===== src/rtl/ocx_dlx_xlx_init_seq_if.sv =====
`default_nettype none
// ============================================================================
// Module   : ocx_dlx_xlx_init_seq_if
// Purpose  : Bundles the PHY bring-up handshake between the DLx init sequencer
//            and its environment (transceiver wizard, DLx, link control).
// Signals  : start, send_first            - bring-up request / release policy
//            gtwiz_*_tx_done_in           - PHY TX ready indications
//            gtwiz_*_rx_done_in           - PHY RX ready indications
//            pb_io_o0_rx_run_lane[7:0]    - per-lane sync detected
//            retrain_req                  - DLx request to re-centre RX eye
//            gtwiz_reset_all_out          - full PHY reset
//            gtwiz_reset_rx_datapath_out  - PHY RX datapath reset
//            dlx_reset                    - holds DLx in reset
//            io_pb_o0_rx_init_done[7:0]   - per-lane RX init complete
//            init_fail, retry_cnt[2:0], seq_state[3:0] - status / debug
// Modports : master - the sequencer; slave - the environment driving it.
// Revision : 1.0 - initial release
// ============================================================================
interface ocx_dlx_xlx_init_seq_if;
  logic       start;
  logic       send_first;
  logic       gtwiz_reset_tx_done_in;
  logic       gtwiz_buffbypass_tx_done_in;
  logic       gtwiz_reset_rx_done_in;
  logic       gtwiz_buffbypass_rx_done_in;
  logic [7:0] pb_io_o0_rx_run_lane;
  logic       retrain_req;
  logic       gtwiz_reset_all_out;
  logic       gtwiz_reset_rx_datapath_out;
  logic       dlx_reset;
  logic [7:0] io_pb_o0_rx_init_done;
  logic       init_fail;
  logic [2:0] retry_cnt;
  logic [3:0] seq_state;

  modport master (
    input  start, send_first,
    input  gtwiz_reset_tx_done_in, gtwiz_buffbypass_tx_done_in,
    input  gtwiz_reset_rx_done_in, gtwiz_buffbypass_rx_done_in,
    input  pb_io_o0_rx_run_lane, retrain_req,
    output gtwiz_reset_all_out, gtwiz_reset_rx_datapath_out, dlx_reset,
    output io_pb_o0_rx_init_done, init_fail, retry_cnt, seq_state
  );

  modport slave (
    output start, send_first,
    output gtwiz_reset_tx_done_in, gtwiz_buffbypass_tx_done_in,
    output gtwiz_reset_rx_done_in, gtwiz_buffbypass_rx_done_in,
    output pb_io_o0_rx_run_lane, retrain_req,
    input  gtwiz_reset_all_out, gtwiz_reset_rx_datapath_out, dlx_reset,
    input  io_pb_o0_rx_init_done, init_fail, retry_cnt, seq_state
  );
endinterface
`default_nettype wire


===== src/rtl/ocx_dlx_xlx_init_seq.sv =====
`default_nettype none
// ============================================================================
// Module   : ocx_dlx_xlx_init_seq
// Purpose  : Brings up the transceiver PHY and releases the DLx: full PHY
//            reset pulse, wait for TX/RX ready, wait for lane sync, RX
//            datapath reset pulse, wait for RX ready, then LINKED. Timed waits
//            retry from the full reset up to MAX_RETRY times before FAIL.
// Ports    : opt_gckn - clock (rising edge)
//            reset    - synchronous, active-high
//            bus      - ocx_dlx_xlx_init_seq_if.master (handshake and status)
// Revision : 1.0 - initial release
// ============================================================================
module ocx_dlx_xlx_init_seq #(
  parameter int PULSE_CYCLES = 8,
  parameter int TIMEOUT_W    = 16,
  parameter int MAX_RETRY    = 3
) (
  input wire logic               opt_gckn,
  input wire logic               reset,
  ocx_dlx_xlx_init_seq_if.master bus
);

  typedef enum logic [3:0] {
    IDLE        = 4'd0,
    RST_ALL     = 4'd1,
    WAIT_TX     = 4'd2,
    WAIT_RX     = 4'd3,
    WAIT_SYNC   = 4'd4,
    RX_PULSE    = 4'd5,
    WAIT_RXDONE = 4'd6,
    LINKED      = 4'd7,
    FAIL        = 4'd8
  } state_t;

  state_t               state;
  state_t               state_nxt;
  logic [TIMEOUT_W-1:0] timer;
  logic [7:0]           pulse_cnt;
  logic [2:0]           retry;
  logic [2:0]           retry_nxt;
  logic                 start_q;
  logic                 tx_ok;
  logic                 rx_ok;
  logic                 all_sync;
  logic                 start_fall;
  logic                 start_rise;
  logic                 timed;
  logic                 expired;
  logic                 pulse_last;
  logic                 rxdone_settled;
  logic                 timeout_hit;
  logic                 released;

  assign tx_ok      = bus.gtwiz_reset_tx_done_in & bus.gtwiz_buffbypass_tx_done_in;
  assign rx_ok      = bus.gtwiz_reset_rx_done_in & bus.gtwiz_buffbypass_rx_done_in;
  assign all_sync   = &bus.pb_io_o0_rx_run_lane;
  assign start_fall = start_q & ~bus.start;
  assign start_rise = ~start_q & bus.start;

  // WAIT_SYNC is deliberately absent: lane sync may take arbitrarily long.
  assign timed          = (state == WAIT_TX) || (state == WAIT_RX) || (state == WAIT_RXDONE);
  assign expired        = timed && (&timer);
  assign pulse_last     = (pulse_cnt == 8'(PULSE_CYCLES - 1));
  assign rxdone_settled = (32'(timer) >= 32'd4);

  always_comb begin
    state_nxt   = state;
    retry_nxt   = retry;
    timeout_hit = 1'b0;
    if (start_fall && (state != IDLE) && (state != FAIL)) begin
      state_nxt = IDLE;
    end else begin
      case (state)
        IDLE: begin
          if (bus.start) begin
            state_nxt = RST_ALL;
            retry_nxt = 3'd0;
          end
        end
        RST_ALL:     if (pulse_last) state_nxt = WAIT_TX;
        WAIT_TX:     if (tx_ok) state_nxt = WAIT_RX; else timeout_hit = expired;
        WAIT_RX:     if (rx_ok) state_nxt = WAIT_SYNC; else timeout_hit = expired;
        WAIT_SYNC:   if (all_sync) state_nxt = RX_PULSE;
        RX_PULSE:    if (pulse_last) state_nxt = WAIT_RXDONE;
        WAIT_RXDONE: begin
          if (rx_ok && rxdone_settled) state_nxt = LINKED;
          else timeout_hit = expired;
        end
        LINKED: begin
          // Loss of TX needs a full re-init; a retrain only re-centres RX.
          if (!tx_ok) state_nxt = RST_ALL;
          else if (bus.retrain_req) state_nxt = RX_PULSE;
        end
        FAIL: begin
          if (start_rise) begin
            state_nxt = RST_ALL;
            retry_nxt = 3'd0;
          end
        end
        default: state_nxt = IDLE;
      endcase
      if (timeout_hit) begin
        if (retry == 3'(MAX_RETRY)) begin
          state_nxt = FAIL;
        end else begin
          retry_nxt = retry + 3'd1;
          state_nxt = RST_ALL;
        end
      end
    end
  end

  always_ff @(posedge opt_gckn) begin
    if (reset) begin
      state     <= IDLE;
      timer     <= '0;
      pulse_cnt <= '0;
      retry     <= 3'd0;
      start_q   <= 1'b0;
    end else begin
      state   <= state_nxt;
      retry   <= retry_nxt;
      start_q <= bus.start;
      if (state_nxt != state) begin
        timer     <= '0;
        pulse_cnt <= '0;
      end else begin
        if (timed) timer <= timer + TIMEOUT_W'(1);
        if ((state == RST_ALL) || (state == RX_PULSE)) pulse_cnt <= pulse_cnt + 8'd1;
      end
    end
  end

  // DLx release point depends on which direction trains first.
  assign released = bus.send_first ? ((state >= WAIT_RX) && (state <= LINKED))
                                   : ((state >= WAIT_SYNC) && (state <= LINKED));

  assign bus.gtwiz_reset_all_out         = (state == IDLE) || (state == RST_ALL) || (state == FAIL);
  assign bus.gtwiz_reset_rx_datapath_out = (state == RX_PULSE);
  assign bus.dlx_reset                   = ~released;
  assign bus.io_pb_o0_rx_init_done       = (state == LINKED) ? {8{rx_ok}} : 8'h00;
  assign bus.init_fail                   = (state == FAIL);
  assign bus.retry_cnt                   = retry;
  assign bus.seq_state                   = state;

endmodule
`default_nettype wire


===== src/flat_wrapper.sv =====
// flat-port wrapper written by rule: the top's interface ports become plain ports
module ocx_dlx_xlx_init_seq_flat 
#(
  parameter int PULSE_CYCLES = 8,
  parameter int TIMEOUT_W    = 16,
  parameter int MAX_RETRY    = 3
)
  (opt_gckn, reset, bus_start, bus_send_first, bus_gtwiz_reset_tx_done_in, bus_gtwiz_buffbypass_tx_done_in, bus_gtwiz_reset_rx_done_in, bus_gtwiz_buffbypass_rx_done_in, bus_pb_io_o0_rx_run_lane, bus_retrain_req, bus_gtwiz_reset_all_out, bus_gtwiz_reset_rx_datapath_out, bus_dlx_reset, bus_io_pb_o0_rx_init_done, bus_init_fail, bus_retry_cnt, bus_seq_state);
  ocx_dlx_xlx_init_seq_if bus_i ();
  input wire logic opt_gckn;
  input wire logic reset;
  input wire logic [$bits(bus_i.start)-1:0] bus_start;
  input wire logic [$bits(bus_i.send_first)-1:0] bus_send_first;
  input wire logic [$bits(bus_i.gtwiz_reset_tx_done_in)-1:0] bus_gtwiz_reset_tx_done_in;
  input wire logic [$bits(bus_i.gtwiz_buffbypass_tx_done_in)-1:0] bus_gtwiz_buffbypass_tx_done_in;
  input wire logic [$bits(bus_i.gtwiz_reset_rx_done_in)-1:0] bus_gtwiz_reset_rx_done_in;
  input wire logic [$bits(bus_i.gtwiz_buffbypass_rx_done_in)-1:0] bus_gtwiz_buffbypass_rx_done_in;
  input wire logic [$bits(bus_i.pb_io_o0_rx_run_lane)-1:0] bus_pb_io_o0_rx_run_lane;
  input wire logic [$bits(bus_i.retrain_req)-1:0] bus_retrain_req;
  output wire logic [$bits(bus_i.gtwiz_reset_all_out)-1:0] bus_gtwiz_reset_all_out;
  output wire logic [$bits(bus_i.gtwiz_reset_rx_datapath_out)-1:0] bus_gtwiz_reset_rx_datapath_out;
  output wire logic [$bits(bus_i.dlx_reset)-1:0] bus_dlx_reset;
  output wire logic [$bits(bus_i.io_pb_o0_rx_init_done)-1:0] bus_io_pb_o0_rx_init_done;
  output wire logic [$bits(bus_i.init_fail)-1:0] bus_init_fail;
  output wire logic [$bits(bus_i.retry_cnt)-1:0] bus_retry_cnt;
  output wire logic [$bits(bus_i.seq_state)-1:0] bus_seq_state;
  assign bus_i.start = bus_start;
  assign bus_i.send_first = bus_send_first;
  assign bus_i.gtwiz_reset_tx_done_in = bus_gtwiz_reset_tx_done_in;
  assign bus_i.gtwiz_buffbypass_tx_done_in = bus_gtwiz_buffbypass_tx_done_in;
  assign bus_i.gtwiz_reset_rx_done_in = bus_gtwiz_reset_rx_done_in;
  assign bus_i.gtwiz_buffbypass_rx_done_in = bus_gtwiz_buffbypass_rx_done_in;
  assign bus_i.pb_io_o0_rx_run_lane = bus_pb_io_o0_rx_run_lane;
  assign bus_i.retrain_req = bus_retrain_req;
  assign bus_gtwiz_reset_all_out = bus_i.gtwiz_reset_all_out;
  assign bus_gtwiz_reset_rx_datapath_out = bus_i.gtwiz_reset_rx_datapath_out;
  assign bus_dlx_reset = bus_i.dlx_reset;
  assign bus_io_pb_o0_rx_init_done = bus_i.io_pb_o0_rx_init_done;
  assign bus_init_fail = bus_i.init_fail;
  assign bus_retry_cnt = bus_i.retry_cnt;
  assign bus_seq_state = bus_i.seq_state;
  ocx_dlx_xlx_init_seq #(.PULSE_CYCLES(PULSE_CYCLES), .TIMEOUT_W(TIMEOUT_W), .MAX_RETRY(MAX_RETRY)) u_core (.opt_gckn(opt_gckn), .reset(reset), .bus(bus_i));
endmodule

===== config.mk =====
export PLATFORM = sky130hd
export DESIGN_NAME = ocx_dlx_xlx_init_seq_flat
export DESIGN_NICKNAME = d
export VERILOG_FILES = /design/src/rtl/ocx_dlx_xlx_init_seq_if.sv /design/src/rtl/ocx_dlx_xlx_init_seq.sv /design/src/flat_wrapper.sv
export SDC_FILE = /design/constraint.sdc
export NUM_CORES = 1
export LEC_CHECK = 0
export CAP_MARGIN = 20
export CORE_AREA = 2 2 81 83
export CTS_CLUSTER_SIZE = 14
export DETAILED_ROUTE_END_ITERATION = 8
export DIE_AREA = 0 0 83 85
export GPL_TIMING_DRIVEN = 1
export RECOVER_POWER = 100
export SYNTH_ARGS = -nofsm -noshare
export SYNTH_HDL_FRONTEND = slang
export SYNTH_SLANG_ARGS = --single-unit

===== constraint.sdc =====
create_clock -name opt_gckn -period 3.1 [get_ports opt_gckn]
set_input_delay 0.465 -clock opt_gckn [delete_from_list [all_inputs] [get_ports opt_gckn]]
set_output_delay 0.465 -clock opt_gckn [all_outputs]
set_load 0.005 [all_outputs]

; Word-level counts from Yosys, hierarchy flattened
; Index checks and enable logic that the tools add are counted.
; W data, S select, Z words.
[totals]
regBits = 32
output_inout_bits = 19
elab_cells = 73
[classes]
add_sub_neg = 3
n_lt_le_gt_ge = 4
n_eq_ne = 12
muxes = 26
n_bitwise = 7
n_reduce_logical = 16
[ops]
columns = operator, count
row1 = $mux W4, 13
row2 = $pmux W4 S9, 1
row3 = $add A16 B1 Y16 const B, 1
row4 = $eq A4 B3 Y1 const B, 4
row5 = $ge A16 B3 Y1 const B, 1
row6 = $reduce_and A16 Y1, 1
row7 = $mux W3, 4
row8 = $add A8 B1 Y8 const B, 1
row9 = $eq A4 B2 Y1 const B, 2
row10 = $eq A8 B3 Y1 const B, 1
row11 = $mux W8, 1
row12 = $reduce_and A8 Y1, 1
row13 = $logic_and A1 B1 Y1, 6
row14 = $pmux W3 S2, 1
row15 = $logic_or A1 B1 Y1, 5
row16 = $mux W1, 5
row17 = $and A1 B1 Y1, 4
row18 = $eq A4 B1 Y1 const B, 1
row19 = $eq A4 B4 Y1 const B, 1
row20 = $ge A4 B2 Y1 const B, 1
row21 = $ge A4 B3 Y1 const B, 1
row22 = $le A4 B3 Y1 const B, 1
row23 = $logic_not A4 Y1, 1
row24 = $ne A4 B4 Y1, 1
row25 = 7 further kinds, 9

; Longest topological paths before layout
[depth]
ltp_word = 11
mapped_depth = 9

; Worst setup path before layout
; OpenSTA, ideal clock, no wires.
[synth_path]
path_type = reg-to-reg
startpoint = register u_core.state[2] (netlist: u_core.bus.seq_state[2])
endpoint = register u_core.pulse_cnt[0]
setup_ps = 81
arrival_time_ps = 2312
required_ps = 3019
slack_ps = 708
path_stages_with_launch = 10
period_less_slack_ps = 2392
cell_sequence = dfxtp_1 buf_6 and2_4 or4_4 a211oi_2 a211oi_1 or3_1 buf_2 buf_6 a211oi_2
[synth_via]
elab_chain_cells = 11
word_cells_on_any_way = 37
[synth_lines]
columns = element, line
row1 = start: declaration, ocx_dlx_xlx_init_seq.sv:35  ; state_t state;
row2 = start signal: assignment, ocx_dlx_xlx_init_seq.sv:121  ; state <= state_nxt;
row3 = $eq A4 B2 Y1, "ocx_dlx_xlx_init_seq.sv:61, ocx_dlx_xlx_init_seq.sv:73"
row4 = $logic_or A1 B1 Y1 (2 in a row), ocx_dlx_xlx_init_seq.sv:61  ; assign timed = (state == WAIT_TX) || (state == WAIT_RX) || (state == WAIT_RXDONE);
row5 = $logic_and A1 B1 Y1, ocx_dlx_xlx_init_seq.sv:62  ; assign expired = timed && (&timer);
row6 = $mux W1 (on tied branches), "ocx_dlx_xlx_init_seq.sv:86, ocx_dlx_xlx_init_seq.sv:81, ocx_dlx_xlx_init_seq.sv:82"
row7 = $pmux W1 S3, ocx_dlx_xlx_init_seq.sv:73  ; case (state)
row8 = $mux W1, ocx_dlx_xlx_init_seq.sv:70  ; if (start_fall && (state != IDLE) && (state != FAIL)) begin
row9 = $mux W4, ocx_dlx_xlx_init_seq.sv:102  ; if (timeout_hit) begin
row10 = $mux W4, ocx_dlx_xlx_init_seq.sv:70
row11 = $ne A4 B4 Y1, ocx_dlx_xlx_init_seq.sv:124  ; if (state_nxt != state) begin
row12 = $reduce_or A2 Y1 (no line), -
row13 = end signal: assignment, ocx_dlx_xlx_init_seq.sv:129  ; if ((state == RST_ALL) || (state == RX_PULSE)) pulse_cnt <= pulse_cnt + 8'd1;
row14 = end: declaration, ocx_dlx_xlx_init_seq.sv:38  ; logic [7:0] pulse_cnt;
; Several ways; a longest one is shown, not always the timed one. The select of a mux whose other input is x is not followed.
; A chain may end at the register's enable or synchronous reset.

; Final worst setup path
[layout_path]
startpoint = register u_core.timer[0]
endpoint = register u_core.pulse_cnt[1]
[layout_via]
elab_chain_cells = 9
word_cells_on_any_way = 15
[layout_lines]
columns = element, line
row1 = start: declaration, ocx_dlx_xlx_init_seq.sv:37  ; logic [TIMEOUT_W-1:0] timer;
row2 = start signal: assignment, ocx_dlx_xlx_init_seq.sv:128  ; if (timed) timer <= timer + TIMEOUT_W'(1);
row3 = $ge A16 B3 Y1 / $reduce_and A16 Y1 (equally long branches), "ocx_dlx_xlx_init_seq.sv:64, ocx_dlx_xlx_init_seq.sv:62"
row4 = $logic_and A1 B1 Y1 (on tied branches), "ocx_dlx_xlx_init_seq.sv:86, ocx_dlx_xlx_init_seq.sv:62"
row5 = $mux W1 (on tied branches), "ocx_dlx_xlx_init_seq.sv:86, ocx_dlx_xlx_init_seq.sv:81, ocx_dlx_xlx_init_seq.sv:82"
row6 = $pmux W1 S3, ocx_dlx_xlx_init_seq.sv:73
row7 = $mux W1, ocx_dlx_xlx_init_seq.sv:70
row8 = $mux W4 *, ocx_dlx_xlx_init_seq.sv:102
row9 = $mux W4 *, ocx_dlx_xlx_init_seq.sv:70
row10 = $ne A4 B4 Y1 *, ocx_dlx_xlx_init_seq.sv:124
row11 = $reduce_or A2 Y1 (no line) *, -
; Every way passes the cells marked *; elsewhere a longest branch is shown, timed or not. The select of a mux whose other input is x is not followed.

==> summary.txt <==
Outcome
  • Status: complete, no violations

STA
  • Pins Over Slew Limit: 0
  • RSZ-0062 raised after global routing: false
  • Worst Skew: just under 0.01 ns
  • Final period util: about nine tenths
  • Fin crit period: roughly 2.8 ns
  • Fmax: 359 MHz
  • Setup ws final: 0.313 ns
  • Worst-margin pin slew: ~0.84 ns
  • Rel. slew slack: between 40% and 50%
  • Hold slack: 0.499 ns
  • Final hold vios: 0
  • Setup TNS: 0 ns
  • Final setup viols: 0

Detailed routing
  • Vias: 1872
  • Final WL: a little under 5000 um
  • 1st-iter DRT viols: between 100 and 150
  • DR WL/cell: approximately 14 um
  • DRC errors left: 0
  • Via/cell ratio: 5.41
  • 1st-pass router iterations: 4
  • Remaining antenna violation count after routing: 0

Clocking
  • Post-cts sizing count: 0
  • Reg clk slew, reported paths: 0.07 ns
  • CTS root buffer: clkbuf_8
  • Post-CTS Setup Repair Bufs: 0
  • Clk buf depth: 2
  • CTS tree: done
  • # H-tree levels: 2
  • Clk_lat worst skew: just under 0.3 ns
  • CTS Buf Count: 5
  • Clock Sinks: 32
  • Post-CTS Hold Buffers: 0

Power and ir drop
  • LEAKAGE: just under 0.8 nW
  • Power Dens Cells: about 350 nW/um^2
  • Max VDD drop: between 100 and 150 uV
  • Total power: between 0.0008 and 0.0009 W

GRT
  • GR Util met2: between 20% and 30%
  • Vias in the first global route: approximately 1800
  • Global-route wire length before repair: about 8700 um
  • Met1 Use GR: 19.9%
  • Largest net degree at the start of global routing: 25
  • Total GRT Usage: 14.9%
  • Met3 Use GR: 3.02%
  • Gr busiest metal: met2
  • Global route overflow: 0
  • Antenna violations before repair: 0

Job
  • Maxcap violations: 0

Yosys
  • Syn Area/Cell: approximately 9.1 um^2
  • Post-synthesis cell count: 230
  • Post-synth EDFFs: 0
  • Ys async rst share: 0%
  • #FFs+latches synth: 32
  • Post-synthesis sequential area ratio: around 31%
  • Yosys cell types: 48
  • Main synth FF type: dfxtp_1
  • Synth warn: 0
  • Cell Area, Synth: approximately 2100 um^2
  • Net Count, Synth: 251

Die
  • Die area: approximately 7100 um^2
  • Die Y-Extent: roughly 85 um
  • Starting Density: about 34%
  • Core ar.: slightly above 6000 um^2
  • I/O Pins: 36
  • Chip width: 83 um
  • Cell Rows: 29

Finish
  • Layout cells sized above 1: 11.2%
  • Design area: roughly 2500 um^2
  • Diodes inserted: 0
  • Fin nets: ~290
  • Synth-to-layout area growth: 21.1%

Worst hold path
  • Min-Delay Path Class: flip-flop to flip-flop

Worst setup path
  • CP bufs+invs: 1
  • Setup CP Type: flip-flop to flip-flop
  • Critical-path cell list: ha_1 -> nand3_1 -> or4_1 -> a211oi_1 -> a211oi_1 -> or3_1 -> clkbuf_1 -> a211oi_1
  • CP endpoint kind: flip-flop
  • Top delay family on crit path: simple AND/OR/NAND/NOR gates
  • Slowest stage cell, crit path: or3_1
  • Most used cell, CP: a211oi_1
  • WP data arrival: ~3.0 ns
  • CP max FO: 6
  • Slowest Stage Delay on Critical Path: roughly 0.53 ns
  • Req. time, crit path: approximately 3.3 ns
  • Startpoint types: flip-flop

Placed design
  • Gp weighted congestion: approximately 0.89
  • Setup WS pre-CTS: approximately 0.067 ns
  • Dpl cell area: around 2500 um^2
  • PortBufs: 35
  • HPWL Detailed: about 3600 um
area by class of cell:
type / instances / area, um^2
clock buffers: 6 / 82.6
clock inverters: 2 / 15.0
fillers: 655 / 3680
inverters: 5 / 18.8
multi-input cells: 173 / 1210
flip-flops and latches: 32 / 641
well taps: 77 / 96.3
repair buffers: 51 / 460
final timing paths:
kind                                 from                 endpoint  slack (ns)  cells after the start
setup / recovery          u_core.timer[0]      u_core.pulse_cnt[1]        0.31                      8
hold / removal    u_core.bus.retry_cnt[2]  u_core.bus.retry_cnt[2]        0.50                      1
setup reg to reg          u_core.timer[0]      u_core.pulse_cnt[1]        0.31                      8
hold reg to reg   u_core.bus.retry_cnt[2]  u_core.bus.retry_cnt[2]        0.50                      1
state kept, by name, summed over array words and instances (netlist names):
name                  count
u_core.bus.seq_state      4
u_core.bus.retry_cnt      3
u_core.start_q            1
u_core.timer             16
u_core.pulse_cnt          8
layer usage:
metal / vias up / routed length [um]
met5: - / 0
met4: 0 / 95
met3: 8 / 139
met2: 27 / 2230
met1: 888 / 2440
li1: 949 / -
cell usage after synthesis (4+ instances only):
library cell | number | area share [%]
dfxtp_1 | 32 | 31
a211oi_2 | 21 | 13
nand2_1 | 19 | 3.4
xor2_1 | 16 | 6.7
nand4_1 | 12 | 3.6
nand3_1 | 11 | 2.6
a21oi_1 | 8 | 1.9
nor2_1 | 8 | 1.4
buf_4 | 7 | 2.5
a211oi_1 | 6 | 2.2
nor3_1 | 6 | 1.4
buf_2 | 5 | 1.2
inv_1 | 5 | 0.90
nor4_1 | 5 | 1.5
nor4b_1 | 5 | 2.1
xnor2_1 | 5 | 2.1
ha_1 | 4 | 2.4
nor3b_1 | 4 | 1.4
placed cells by master, fill, tap and decap left out, types with 8 or more instances in the layout:
cell type / Yosys / routed
nor2_1: 8 / 8
a21oi_1: 8 / 8
nand4_1: 12 / 12
clkdlybuf4s50_1: 0 / 29
xor2_1: 16 / 16
nand2_1: 19 / 19
buf_4: 7 / 9
nand3_1: 11 / 11
a211oi_1: 6 / 22
dfxtp_1: 32 / 32
per-stage QoR:
step,util [%],cells
2_1_floorplan,-,230
3_3_place_gp,40.9,338
3_5_place_dp,40.9,338
4_1_cts,42.5,346
5_1_grt,40.7,346
6_report,40.7,346
logic make-up (layout without fill, tap and decap cells):
| group | count (synthesis) | after routing | share of synthesized area (%) |
|---|---|---|---|
| AOI/OAI and AO/OA | 52 | 52 | 22.9 |
| xor gates and xnor gates | 21 | 21 | 8.82 |
| adders and majority gates | 4 | 4 | 2.40 |
| buffers and inverters | 25 | 64 | 7.14 |
| DFF | 32 | 32 | 30.7 |
| muxes | 1 | 1 | 0.480 |
| and+or+nand+nor | 95 | 95 | 27.5 |
report_power, final:
| part | internal, W | switching, W |
|---|---|---|
| sequential | 0.000414 | 0.00000341 |
| clock | 0.000180 | 0.000171 |
| combinational | 0.0000510 | 0.0000614 |
| total | 0.000644 | 0.000236 |
No activity file was read; power rests on OpenSTA's default activity.
